## src/rtl/serdes_pkg.sv

```systemverilog
// Shared types and width helpers for the frame serializer/deserializer.
package serdes_pkg;

    typedef enum logic [1:0] {
        IDLE  = 2'd0,
        LOAD  = 2'd1,
        SHIFT = 2'd2,
        GAP   = 2'd3
    } tx_state_e;

    // Wide enough for GAP_CYCLES up to 15.
    localparam int GAP_CNT_W = 4;

    // Counter width able to index 0..n-1, never narrower than one bit.
    function automatic int cnt_w(input int n);
        return (n <= 2) ? 1 : $clog2(n);
    endfunction

endpackage

```

## src/rtl/sync_fifo.sv

```systemverilog
// Single-clock FIFO with show-ahead read data; full/empty come from registered occupancy.
module sync_fifo
    import serdes_pkg::*;
#(
    parameter int WIDTH = 8,
    parameter int DEPTH = 4
) (
    input  logic             clk,
    input  logic             rst,
    input  logic             wr_en,
    input  logic [WIDTH-1:0] wr_data,
    input  logic             rd_en,
    output logic [WIDTH-1:0] rd_data,
    output logic             full,
    output logic             empty
);

    localparam int PTR_W = cnt_w(DEPTH);
    localparam int CNT_W = cnt_w(DEPTH + 1);

    logic [WIDTH-1:0] mem_q [DEPTH];
    logic [PTR_W-1:0] wr_ptr_q;
    logic [PTR_W-1:0] rd_ptr_q;
    logic [CNT_W-1:0] count_q;
    logic             push;
    logic             pop;

    assign full    = (count_q == CNT_W'(DEPTH));
    assign empty   = (count_q == '0);
    assign push    = wr_en && !full;
    assign pop     = rd_en && !empty;
    assign rd_data = mem_q[rd_ptr_q];

    // NOTE: the storage array has no reset; the pointers and count are reset, so stale words are never read.
    always_ff @(posedge clk) begin
        if (push) begin
            mem_q[wr_ptr_q] <= wr_data;
        end
    end

    // NOTE: registered state uses non-blocking assignments so every flop samples pre-edge values.
    always_ff @(posedge clk or posedge rst) begin
        if (rst) begin
            wr_ptr_q <= '0;
            rd_ptr_q <= '0;
            count_q  <= '0;
        end else begin
            // DEPTH is a power of two, so the pointers wrap by overflow.
            if (push) wr_ptr_q <= wr_ptr_q + PTR_W'(1);
            if (pop)  rd_ptr_q <= rd_ptr_q + PTR_W'(1);
            case ({push, pop})
                2'b10:   count_q <= count_q + CNT_W'(1);
                2'b01:   count_q <= count_q - CNT_W'(1);
                default: count_q <= count_q;
            endcase
        end
    end

endmodule

```

## src/rtl/frame_serdes_param.sv

```systemverilog
// Word serializer fed by a TX FIFO, plus an independent bit-qualified deserializer.
module frame_serdes_param
    import serdes_pkg::*;
#(
    parameter int WORD_W     = 12,
    parameter int FIFO_DEPTH = 4,
    parameter int LSB_FIRST  = 0,
    parameter int GAP_CYCLES = 1
) (
    input  logic              clk,
    input  logic              rst,
    input  logic [WORD_W-1:0] in_data,
    input  logic              in_valid,
    output logic              in_ready,
    output logic              ser_out,
    output logic              ser_en,
    output logic              busy,
    input  logic              ser_in,
    input  logic              ser_in_en,
    output logic [WORD_W-1:0] rx_data,
    output logic              rx_valid,
    output logic              rx_abort
);

    localparam int                   BIT_W    = cnt_w(WORD_W);
    localparam logic [BIT_W-1:0]     LAST_BIT = BIT_W'(WORD_W - 1);
    localparam logic [GAP_CNT_W-1:0] LAST_GAP = GAP_CNT_W'((GAP_CYCLES > 0) ? GAP_CYCLES - 1 : 0);

    logic [WORD_W-1:0] fifo_rd_data;
    logic              fifo_full;
    logic              fifo_empty;
    logic              fifo_pop;

    sync_fifo #(
        .WIDTH (WORD_W),
        .DEPTH (FIFO_DEPTH)
    ) u_tx_fifo (
        .clk     (clk),
        .rst     (rst),
        .wr_en   (in_valid),
        .wr_data (in_data),
        .rd_en   (fifo_pop),
        .rd_data (fifo_rd_data),
        .full    (fifo_full),
        .empty   (fifo_empty)
    );

    tx_state_e             state_q, state_d;
    logic [WORD_W-1:0]     tx_sh_q, tx_sh_d;
    logic [BIT_W-1:0]      bit_cnt_q, bit_cnt_d;
    logic [GAP_CNT_W-1:0]  gap_cnt_q, gap_cnt_d;
    logic                  tx_bit;

    assign in_ready = !fifo_full;
    assign busy     = (state_q != IDLE) || !fifo_empty;
    assign tx_bit   = (LSB_FIRST != 0) ? tx_sh_q[0] : tx_sh_q[WORD_W-1];
    assign ser_en   = (state_q == SHIFT);
    assign ser_out  = ser_en & tx_bit;

    // NOTE: every signal driven here gets a default first, so no path leaves one unassigned and no latch is inferred.
    always_comb begin
        state_d   = state_q;
        tx_sh_d   = tx_sh_q;
        bit_cnt_d = bit_cnt_q;
        gap_cnt_d = gap_cnt_q;
        fifo_pop  = 1'b0;
        case (state_q)
            IDLE: begin
                if (!fifo_empty) state_d = LOAD;
            end
            LOAD: begin
                fifo_pop  = 1'b1;
                tx_sh_d   = fifo_rd_data;
                bit_cnt_d = '0;
                state_d   = SHIFT;
            end
            SHIFT: begin
                tx_sh_d   = (LSB_FIRST != 0) ? (tx_sh_q >> 1) : (tx_sh_q << 1);
                bit_cnt_d = bit_cnt_q + BIT_W'(1);
                if (bit_cnt_q == LAST_BIT) begin
                    bit_cnt_d = '0;
                    gap_cnt_d = '0;
                    if (GAP_CYCLES > 0) state_d = GAP;
                    else                state_d = fifo_empty ? IDLE : LOAD;
                end
            end
            GAP: begin
                gap_cnt_d = gap_cnt_q + GAP_CNT_W'(1);
                if (gap_cnt_q == LAST_GAP) begin
                    gap_cnt_d = '0;
                    state_d   = fifo_empty ? IDLE : LOAD;
                end
            end
            default: state_d = IDLE;
        endcase
    end

    always_ff @(posedge clk or posedge rst) begin
        if (rst) begin
            state_q   <= IDLE;
            tx_sh_q   <= '0;
            bit_cnt_q <= '0;
            gap_cnt_q <= '0;
        end else begin
            state_q   <= state_d;
            tx_sh_q   <= tx_sh_d;
            bit_cnt_q <= bit_cnt_d;
            gap_cnt_q <= gap_cnt_d;
        end
    end

    logic [WORD_W-1:0] rx_sh_q, rx_sh_d;
    logic [WORD_W-1:0] rx_shifted;
    logic [BIT_W-1:0]  rx_cnt_q, rx_cnt_d;
    logic [WORD_W-1:0] rx_data_q, rx_data_d;
    logic              rx_valid_q, rx_valid_d;
    logic              rx_abort_q, rx_abort_d;

    assign rx_shifted = (LSB_FIRST != 0) ? {ser_in, rx_sh_q[WORD_W-1:1]}
                                         : {rx_sh_q[WORD_W-2:0], ser_in};
    assign rx_data    = rx_data_q;
    assign rx_valid   = rx_valid_q;
    assign rx_abort   = rx_abort_q;

    // A non-zero count with the qualifier low means the frame was cut short.
    always_comb begin
        rx_sh_d    = rx_sh_q;
        rx_cnt_d   = rx_cnt_q;
        rx_data_d  = rx_data_q;
        rx_valid_d = 1'b0;
        rx_abort_d = 1'b0;
        if (ser_in_en) begin
            rx_sh_d = rx_shifted;
            if (rx_cnt_q == LAST_BIT) begin
                rx_cnt_d   = '0;
                rx_data_d  = rx_shifted;
                rx_valid_d = 1'b1;
            end else begin
                rx_cnt_d = rx_cnt_q + BIT_W'(1);
            end
        end else if (rx_cnt_q != '0) begin
            rx_cnt_d   = '0;
            rx_abort_d = 1'b1;
        end
    end

    always_ff @(posedge clk or posedge rst) begin
        if (rst) begin
            rx_sh_q    <= '0;
            rx_cnt_q   <= '0;
            rx_data_q  <= '0;
            rx_valid_q <= 1'b0;
            rx_abort_q <= 1'b0;
        end else begin
            rx_sh_q    <= rx_sh_d;
            rx_cnt_q   <= rx_cnt_d;
            rx_data_q  <= rx_data_d;
            rx_valid_q <= rx_valid_d;
            rx_abort_q <= rx_abort_d;
        end
    end

endmodule

```

## config.mk

```make
export PLATFORM = sky130hd
export DESIGN_NAME = frame_serdes_param
export DESIGN_NICKNAME = d
export VERILOG_FILES = /design/src/rtl/serdes_pkg.sv /design/src/rtl/sync_fifo.sv /design/src/rtl/frame_serdes_param.sv
export SDC_FILE = /design/constraint.sdc
export NUM_CORES = 1
export LEC_CHECK = 0
export CORE_ASPECT_RATIO = 1.2
export CORE_MARGIN = 2
export CORE_UTILIZATION = 65
export CTS_CLUSTER_DIAMETER = 60
export CTS_CLUSTER_SIZE = 24
export DETAILED_ROUTE_END_ITERATION = 16
export DONT_BUFFER_PORTS = 1
export GPL_TIMING_DRIVEN = 0
export PLACE_DENSITY = 0.93
export SLEW_MARGIN = 0
export SYNTH_ARGS = -nofsm -noshare
export SYNTH_HDL_FRONTEND = slang
export SYNTH_HIERARCHICAL = 1
export SYNTH_SLANG_ARGS = --single-unit
export TNS_END_PERCENT = 20
```

## constraint.sdc

```tcl
create_clock -name clk -period 4.2 [get_ports clk]
set_input_delay 1.26 -clock clk [delete_from_list [all_inputs] [get_ports clk]]
set_output_delay 1.26 -clock clk [all_outputs]
set_load 0.02 [all_outputs]
```

# After elaboration in Yosys (flattened, before gate mapping)
# Memory sizes are Yosys's and may differ from the RTL's.
# Index checks and enable logic that the tools add are counted.
# totals
register_bits,58
ramBits,48
output_inout_bits,18
word_cells,71
mem_count,1
# classes
add_sub_neg,7
eq_ne,11
mux,22
n_bitwise,1
reduce_logical,17
# memory_table
memory,depth,width,read_ports,rd_clocked_by_memory_dff,wr,line,source
u_tx_fifo.mem_q,4,12,1,0,1,sync_fifo.sv:21,logic [WIDTH-1:0] mem_q [DEPTH];
# ops
cell,n
2-to-1 mux 4 bit,6
case mux 12 bit (2 select lines),1
case mux 4 bit (2 select lines),2
adder 4 x 1 -> 4 bit (second input constant),3
nonzero test 2 bit,5
== test 4 bit (second input constant),2
2-to-1 mux 1 bit,8
case mux 2 bit (4 select lines),1
== test 2 bit (second input constant),3
2-to-1 mux 2 bit,3
case mux 3 bit (2 select lines),1
adder 2 x 1 -> 2 bit (second input constant),2
== test 2 x 1 -> 1 bit (second input constant),2
zero test 4 bit,1
!= test 2 bit (second input constant),2
AND reduction 2 bit,2
nonzero test 4 bit,1
adder 3 x 1 -> 3 bit (second input constant),1
== test 3 bit (second input constant),1
zero test 3 bit,1
AND reduction 3 bit,1
subtractor 3 x 1 -> 3 bit (second input constant),1
logical AND 1 bit,2
zero test 1 bit,2
other kinds (4),4

# Depth between registers and ports, before layout
# depth
depth_word,5
ltp_mapped,9

# Cells and area by module
# Netlist, hierarchy kept.
# by_module_without_submodules
mod,n_inst,cells_each,area_per_inst_um2,seq_area_each_um2
frame_serdes_param,1,222,2302.2,1276.2
sync_fifo,1,101,2192.1,1616.6

# Worst setup path after synthesis
# OpenSTA, ideal clock, no wires.
# synth_timing
kind,flip-flop to output port
startpoint,register state_q[0]
endpoint,output port ser_out
t_arrival_ns,1.372
required_ns,2.940
slack_ns,1.568
stages_incl_launch_ff,5
n_path_buf,1
cell_sequence,dfrtp_1 inv_1 ha_1 buf_2 and2_1
# synth_via
elab_chain_cells,2
# synth_rtl
item,line,source
"start, declared",frame_serdes_param.sv:48,"tx_state_e state_q, state_d;"
"start signal, assigned",frame_serdes_param.sv:105,state_q <= state_d;
== test 2 bit,frame_serdes_param.sv:57,assign ser_en = (state_q == SHIFT);
via ser_en,frame_serdes_param.sv:16,"output logic ser_en,"
bitwise AND 1 bit,frame_serdes_param.sv:58,assign ser_out = ser_en & tx_bit;
"end, declared",frame_serdes_param.sv:15,"output logic ser_out,"
# The timed path passes the listed nets, and every way through them passes these cells.

# Worst setup path in the final report
# Ends and elaborated chain as after synthesis.

==> qor.yml <==
final_hold_viol_count: 0
synth_most_common_cell: "dfrtp_1"
rr_startpoint: "state_q[1]"
cellInternalPower_uw: 2110
globalplace.congestion: 0.802
rows: 33
antenna_found_initial: 0
drt-total-wl_um: 7430
drc: 0
diodes: 0
place_area_mm2: 0.00462
drt_iter0_drc: 127
cts_buffers: 9
syn-num-nets: 355
syn-cell-area_mm2: 0.00449
synth_area_leaders: "dfrtp_1 32%, edfxtp_1 32%, mux4_2 4.0%"
synth_area_per_cell_um2: 13.9
grt_overflow: 0
postSynthCellCount: 323
start_kind: "flop"
cp.required_ns: 2.94
async_reset_ff_frac: 0.547
clk_pin_slew_worst_paths_ns: 0.09
port_buffers: 0
path_class: "flop to output pin"
grt_pass1_wl_um: 12000
htreeDepth: 3
hpwlAfterDp_um: 5350
end_kind: "output pin"
cts_sinks: 106
initial_core_util: 0.664
via_count: 2460
die_w_um: 79.9
critPathMaxFanout: 10
layout_worst_path_cycle_share: 0.766
synth.ff_latch_count: 106
ant_nets: 0
nNetsFinal: 367
ys.flop_type: "dfrtp_1"
critPathArrivalTime_ns: 1.96
synth_top_area_frac: 0.323
relSlewSlack: 0.581
clock-root-buffer: "clkbuf_8"
p_sw_uw: 1100
hold_ws_ns: 0.490
finalCriticalPeriod_ns: 3.22
maxCapViolCount: 0
fmax_mhz: 311
syn2layout_area_growth_pct: 7.07
pwr-share-seq: 0.475
track_usage: 0.214
rsz0062_at_grt: "no"
first_pass_iters: 4
clkPwrFrac: 0.182
synth_top_area_cell: "dfrtp_1"
first_global_vias: 2582
cts_setup_buffers: 0
status: "completed"
ctsResizeCount: 0
synth_edf_count: 48
comb_power_share: 0.343
fin_skew_ns: 0.0139
clock_latency_ns: 0.36
coreArea_mm2: 0.00677
synth_commonest_cells: "58 x dfrtp_1, 48 x edfxtp_1, 43 x nand2_1, 24 x inv_1, 18 x nor2_1"
drive_gt1_frac: 0.144
synth_seq_area_share: 0.644
grt_max_degree: 30
die-area_mm2: 0.00760
slew_viol_final: 0
power.total_uw: 3210
fin_tns_setup_ns: 0
vias_per_cell: 5.76
fin_area_mm2: 0.00481
worst_pin_slew_ns: 0.628
clock_path_buffers: 2
die_h_um: 95.1
synth_cell_types: 41
ir_worst_vdd_mv: 0.520
wl_per_cell_um: 17.4
hold_start: "gap_cnt_q[3]"
setup_viol: 0
switching_share: 0.342
hold_buffers: 0
p_per_area_mw_per_mm2: 667
yosys_warnings: 6
hold_class: "flop to flop"
crit_path_start: "state_q[0]"
p_leak_uw: 0.00200
ios: 35
cts_tree: "built"
## stage by stage
step | setup slack (ns) | util | cells
finish | 0.981 | 0.711 | 427
global route | 0.901 | 0.711 | 427
CTS | 0.969 | 0.711 | 427
detailed placement | 1.37 | 0.683 | 411
global placement | 1.23 | 0.680 | 410
floorplan | 1.57 | - | 323
## cells by family after synthesis
group,Yosys count,share of synthesized area
fa+ha+maj,15,0.0434
buf+inv,36,0.0370
flops,106,0.644
mux,37,0.123
compound gates,35,0.0490
xor+xnor,7,0.0136
simple gates,87,0.0899
## sequential cells by signal, summed over array words and instances (netlist names), 3 cells and up
register           cells
rx_cnt_q               4
rx_data               12
rx_sh_q               11
tx_sh_q               12
u_tx_fifo/count_q      3
bit_cnt_q              4
gap_cnt_q              4
u_tx_fifo/mem_q       48
## layout by cell type, fill, tap and decap left out, types with 2 or more instances in the layout
| cell type | instances |
|---|---|
| dfrtp_1 | 58 |
| o21ai_0 | 14 |
| xor2_1 | 3 |
| and2_1 | 8 |
| nor3_1 | 2 |
| mux2_2 | 11 |
| inv_1 | 23 |
| clkbuf_8 | 9 |
| nand3b_1 | 2 |
| nor2b_1 | 2 |
| clkbuf_1 | 5 |
| a32o_1 | 2 |
| nand2_1 | 43 |
| ha_1 | 14 |
| edfxtp_1 | 48 |
| nor2_1 | 18 |
| clkinv_2 | 2 |
| xnor2_1 | 4 |
| nand3_1 | 4 |
| a21oi_1 | 12 |
| buf_2 | 6 |
| mux4_2 | 8 |
| mux2i_1 | 13 |
| buf_12 | 2 |
| mux4_1 | 4 |
## routing by layer
metal	global-route usage	up-vias	share of wire	wire [um]
met3	0.0426	13	0.036	267
met1	0.232	1249	0.38	2830
met5	0	-	0	0
met2	0.399	43	0.56	4180
met4	0.0975	0	0.021	157
li1	-	1155	-	-
## worst paths after layout
| path | endpoint | slack (ns) | depth (start not counted) |
|---|---|---|---|
| min in group asynchronous | u_tx_fifo/count_q[2] | 0.71 | 1 |
| hold reg to reg | gap_cnt_q[3] | 0.49 | 1 |
| setup / recovery | ser_out | 0.98 | 4 |
| max in group asynchronous | tx_sh_q[9] | 2.86 | 2 |
| hold / removal | gap_cnt_q[3] | 0.49 | 1 |
| setup reg to reg | u_tx_fifo/count_q[2] | 2.11 | 9 |
## final cells by class
| type | instances | area (um^2) |
|---|---|---|
| flip-flops and latches | 106 | 2890 |
| fillers | 446 | 1960 |
| multi-input cells | 181 | 1440 |
| clock buffers | 11 | 153 |
| well taps | 87 | 109 |
| inverters | 24 | 90.1 |
| plain buffers | 12 | 76.3 |
| clock inverters | 5 | 36.3 |
| repair buffers | 1 | 20.0 |
## worst max-delay path: stages, from the launching register on
cell and delay (ns):
dfrtp_1 0.42, inv_1 0.13, ha_1 0.42, buf_2 0.32, and2_1 0.31
## power by group through the flow
stage	logic, uW	clock network, uW	registers [uW]
final	1100	586	1530
after global routing	1210	641	1560
after CTS	1110	598	1530
after detailed placement	1110	0	1550
after global placement	1030	0	1520
after floorplan	885	0	1490
Power figures use the tool's default switching activity.
